`src/rtl/intr_ctrl.sv`:
```
// Multi-channel prioritised interrupt controller: edge-latched pending bits, enable mask,
// single-level service tracking with saved return PC and per-channel handler vector.
module intr_ctrl #(
    parameter int unsigned           N_CH       = 4,
    parameter int unsigned           PC_W       = 32,
    parameter logic [PC_W-1:0]       VEC_BASE   = PC_W'(32'h0000_0010),
    parameter int unsigned           VEC_STRIDE = 4,
    localparam int unsigned          CH_W       = (N_CH > 1) ? $clog2(N_CH) : 1
) (
    input  logic            clk,
    input  logic            rst_n,
    input  logic [N_CH-1:0] irq_src,
    input  logic            mask_we,
    input  logic [N_CH-1:0] mask_wdata,
    input  logic            intr_en,
    input  logic [PC_W-1:0] cur_pc,
    input  logic            take,
    input  logic            ack,
    output logic            irr,
    output logic [PC_W-1:0] vec_pc,
    output logic [PC_W-1:0] ret_pc,
    output logic            in_service,
    output logic [CH_W-1:0] active_ch,
    output logic [N_CH-1:0] pending,
    output logic [N_CH-1:0] mask
);

    typedef enum logic {IDLE, SERVICE} state_t;

    state_t          state_q, state_d;
    logic [N_CH-1:0] src_q;
    logic [N_CH-1:0] pending_q;
    logic [N_CH-1:0] mask_q;
    logic [PC_W-1:0] ret_pc_q;
    logic [CH_W-1:0] active_ch_q;

    logic [N_CH-1:0] elig;
    logic [N_CH-1:0] src_edge;
    logic [N_CH-1:0] clr;
    logic [CH_W-1:0] sel;
    logic            accept;

    assign elig     = pending_q & mask_q;
    assign src_edge = irq_src & ~src_q;

    // Lowest index wins: scan downward so the last hit is the highest-priority channel.
    always_comb begin
        sel = '0;
        for (int i = N_CH - 1; i >= 0; i--) begin
            if (elig[i]) sel = CH_W'(i);
        end
    end

    always_comb begin
        state_d = state_q;
        irr     = 1'b0;
        accept  = 1'b0;
        case (state_q)
            IDLE: begin
                irr = intr_en & (|elig);
                if (take && irr) begin
                    accept  = 1'b1;
                    state_d = SERVICE;
                end
            end
            SERVICE: begin
                if (ack) state_d = IDLE;
            end
            default: state_d = IDLE;
        endcase
    end

    assign clr    = accept ? (N_CH'(1) << sel) : '0;
    assign vec_pc = VEC_BASE + PC_W'(sel) * PC_W'(VEC_STRIDE);

    always_ff @(posedge clk or negedge rst_n) begin
        if (!rst_n) begin
            state_q     <= IDLE;
            src_q       <= '0;
            pending_q   <= '0;
            mask_q      <= '0;
            ret_pc_q    <= '0;
            active_ch_q <= '0;
        end else begin
            state_q   <= state_d;
            src_q     <= irq_src;
            // A fresh edge on a channel being cleared this cycle keeps it pending.
            pending_q <= (pending_q & ~clr) | src_edge;
            if (mask_we) mask_q <= mask_wdata;
            if (accept) begin
                ret_pc_q    <= cur_pc;
                active_ch_q <= sel;
            end
        end
    end

    assign in_service = (state_q == SERVICE);
    assign ret_pc     = ret_pc_q;
    assign active_ch  = active_ch_q;
    assign pending    = pending_q;
    assign mask       = mask_q;

endmodule

```
`config.mk`:
```
export PLATFORM = sky130hd
export DESIGN_NAME = intr_ctrl
export DESIGN_NICKNAME = d
export VERILOG_FILES = /design/src/rtl/intr_ctrl.sv
export SDC_FILE = /design/constraint.sdc
export NUM_CORES = 1
export LEC_CHECK = 0
export CAP_MARGIN = 10
export CORE_MARGIN = 10
export CORE_UTILIZATION = 32
export CTS_CLUSTER_SIZE = 10
export DETAILED_ROUTE_END_ITERATION = 7
export PLACE_DENSITY = 0.66
export SETUP_SLACK_MARGIN = 0.05
export SLEW_MARGIN = 0
export SYNTH_ARGS = -nofsm -noshare
export SYNTH_HDL_FRONTEND = slang
export SYNTH_SLANG_ARGS = --single-unit
```
`constraint.sdc`:
```
create_clock -name clk -period 3 [get_ports clk]
set_input_delay 0.45 -clock clk [delete_from_list [all_inputs] [get_ports clk]]
set_output_delay 0.45 -clock clk [all_outputs]
set_load 0.02 [all_outputs]
```
==> impl_metrics.toml <==
[cells_and_area]
final_util_pct = 47.3
seqCellArea_um2 = 1180
nets = 290
final_cell_mix = "clkdlybuf4s50_1 (90), dfrtp_1 (47), mux2_4 (30), conb_1 (30), mux2_2 (7)"
fin_area_um2 = 3210
n_fill_cell = 618
drive_gt1_share_pct = 21.2
layout_commonest_cell = "clkdlybuf4s50_1"
diodes = 0
final_cells = 341
syn_to_final_growth_pct = 44.1
multi_input_area_um2 = 853

[clock_tree]
cts_root_buf = "clkbuf_8"
cts.sinks = 47
cts_resized = 0
clkTransAtPathRegs_ns = 0.08
cts_made_buffers = 5
cts_tree = "yes"
clockBufferDepth = 2
postCtsSetupRepairBufs = 0
clk_latency_ns = 0.29
holdBufCountCts = 0
htreeDepth = 2

[detailed_routing]
firstDrtPassIters = 2
wl_per_cell_um = 15.5
avgViaCountPerCell = 4.08
via_count = 1391
drt_iter0_markers = 12
routed_wl_um = 5290
antenna_left = 0
drcViolationCount = 0

[timing]
finClkSkew_ns = 0.00381
setup_viol = 0
setup_ws_ns = 0.679
setup-tns-final_ns = 0
hold_viol = 0
relSlewSlack_pct = 31.4
finalCriticalPeriod_ns = 2.32
fmax_ghz = 0.431
worstMarginPinSlew_ns = 1.03
period_share_pct = 77.4
report.final.slew_viol_count = 0
rsz0062_at_grt = "false"

[placement]
dp_hpwl_um = 4140
dp_cells = 333
place_worst_setup_slack_ns = 0.658
dpl_cell_area_um2 = 3090
routabilityCongestion = 0.731
port_buffers = 91

[yosys]
syn-cell-area_um2 = 2230
netlist.area_leader.share_pct = 52.8
avgSynthCellArea_um2 = 14.9
yosysWarnings = 0
seq_area_frac_synth_pct = 52.8
synth_seq_cells = 47
ys_types = 21
yosysTopAreaCell = "dfrtp_1"
synth.area.top_cells = "dfrtp_1 (53%), mux2_4 (20%), buf_4 (10%)"
syn_inst = 150

[grt]
grt_pass1_vias = 1520
grt_max_degree = 48
antenna_found_initial = 0
grt_usage_pct = 9.43
grt_overflow = 0
grt_pass1_wl_um = 7870

[setup_path]
cp.required_ns = 2.55
path_max_fanout = 3
worstSetupPathType = "in -> out"
cp-endpoint = "irr"
rrSetupSlack_ns = 1.22
arrival_ns = 1.87
reg2reg_depth = 5
cp-startpoint = "intr_en"
cp-end-kind = "primary output"
critPathLaunchType = "input pin"
r2r-start = "mask[0]"
r2r-end = "ret_pc[22]"

[run]
max_cap_viol_count = 0

[status]
status = "finished clean"

[floorplanning]
ios = 122
die-area_um2 = 10700
fp.dieW_um = 103
num_rows = 30
start_util_pct = 32.8
coreArea_um2 = 6790
die_h_um = 103

[pwr]
p_per_area_nw_per_um2 = 726
p_leak_nw = 1.44
ir_drop_mv = 0.347

[worst_hold_path]
hp-class = "in -> async"
## sequential cells by signal, indices dropped and copies added, names as in the netlist
| name | flops |
|---|---|
| in_service | 1 |
| mask | 4 |
| src_q | 4 |
| ret_pc | 32 |
| active_ch | 2 |
| pending | 4 |
## kinds of logic (layout without fill, tap and decap cells)
logic type             after synthesis  count (layout)  synth area share (%)
AOI/OAI and AO/OA                   11              11                  4.16
and+or+nand+nor                     15              15                  5.33
DFF                                 47              47                  52.8
muxes                               37              37                  23.8
buffers and inverters               38             105                  13.6
other                                2              30                 0.337
## worst min-delay path by stage
stage                  start            to  slack, ns  depth (start not counted)
global route           rst_n    ret_pc[25]       0.41                          1
floorplan              rst_n  active_ch[0]       0.15                          0
global placement    src_q[0]    pending[0]       0.41                          1
detailed placement  src_q[1]    pending[1]       0.42                          1
CTS                    rst_n    ret_pc[25]       0.37                          1
finish                 rst_n    ret_pc[30]       0.34                          1
## per-layer routing
layer | part of all wire [%] | routed length, µm | GRT usage (%) | up-vias
li1 | - | - | - | 635
met1 | 40 | 2090 | 10.6 | 683
met2 | 47 | 2500 | 14.8 | 67
met3 | 12 | 653 | 5.58 | 6
met4 | 0.83 | 44 | 2.57 | 0
met5 | 0 | 0 | 0 | -
## cell usage after synthesis
cell type / count
dfrtp_1: 47
buf_4: 30
mux2_4: 30
mux2_2: 7
nand2_1: 6
inv_1: 5
a21oi_1: 3
buf_12: 3
a22o_1: 2
a22o_4: 2
conb_1: 2
nand3_1: 2
nor2_8: 2
o21ai_0: 2
a32oi_1: 1
and3b_1: 1
nand3b_4: 1
nor2_1: 1
nor2b_1: 1
nor3b_1: 1
o22ai_1: 1
## worst max-delay path: stages
cell	delay, ns
clkdlybuf4s50_1	0.54
nor3b_1	0.23
clkdlybuf4s50_1	0.65
## stage by stage
step                power [mW]  hold slack [ns]
floorplan                 1.45            0.154
global placement          1.87            0.406
detailed placement        1.88            0.416
CTS                       2.37            0.375
global route              2.46            0.412
finish                    2.33            0.338
## report_power, final
| part | total (mW) | internal, mW | switching [mW] |
|---|---|---|---|
| Clock | 0.475 | 0.270 | 0.205 |
| Combinational | 0.967 | 0.538 | 0.429 |
| Sequential | 0.889 | 0.792 | 0.0977 |
## cell type report
type                    instances  share of cell area (%)
flip-flops and latches         47                    36.6
repair buffers                 92                    28.8
multi-input cells              93                    26.6
well taps                      96                    3.74
clock buffers                   6                    2.57
clock inverters                 2                    1.09
inverters                       5                   0.584
No activity file was read; power rests on OpenSTA's default activity.
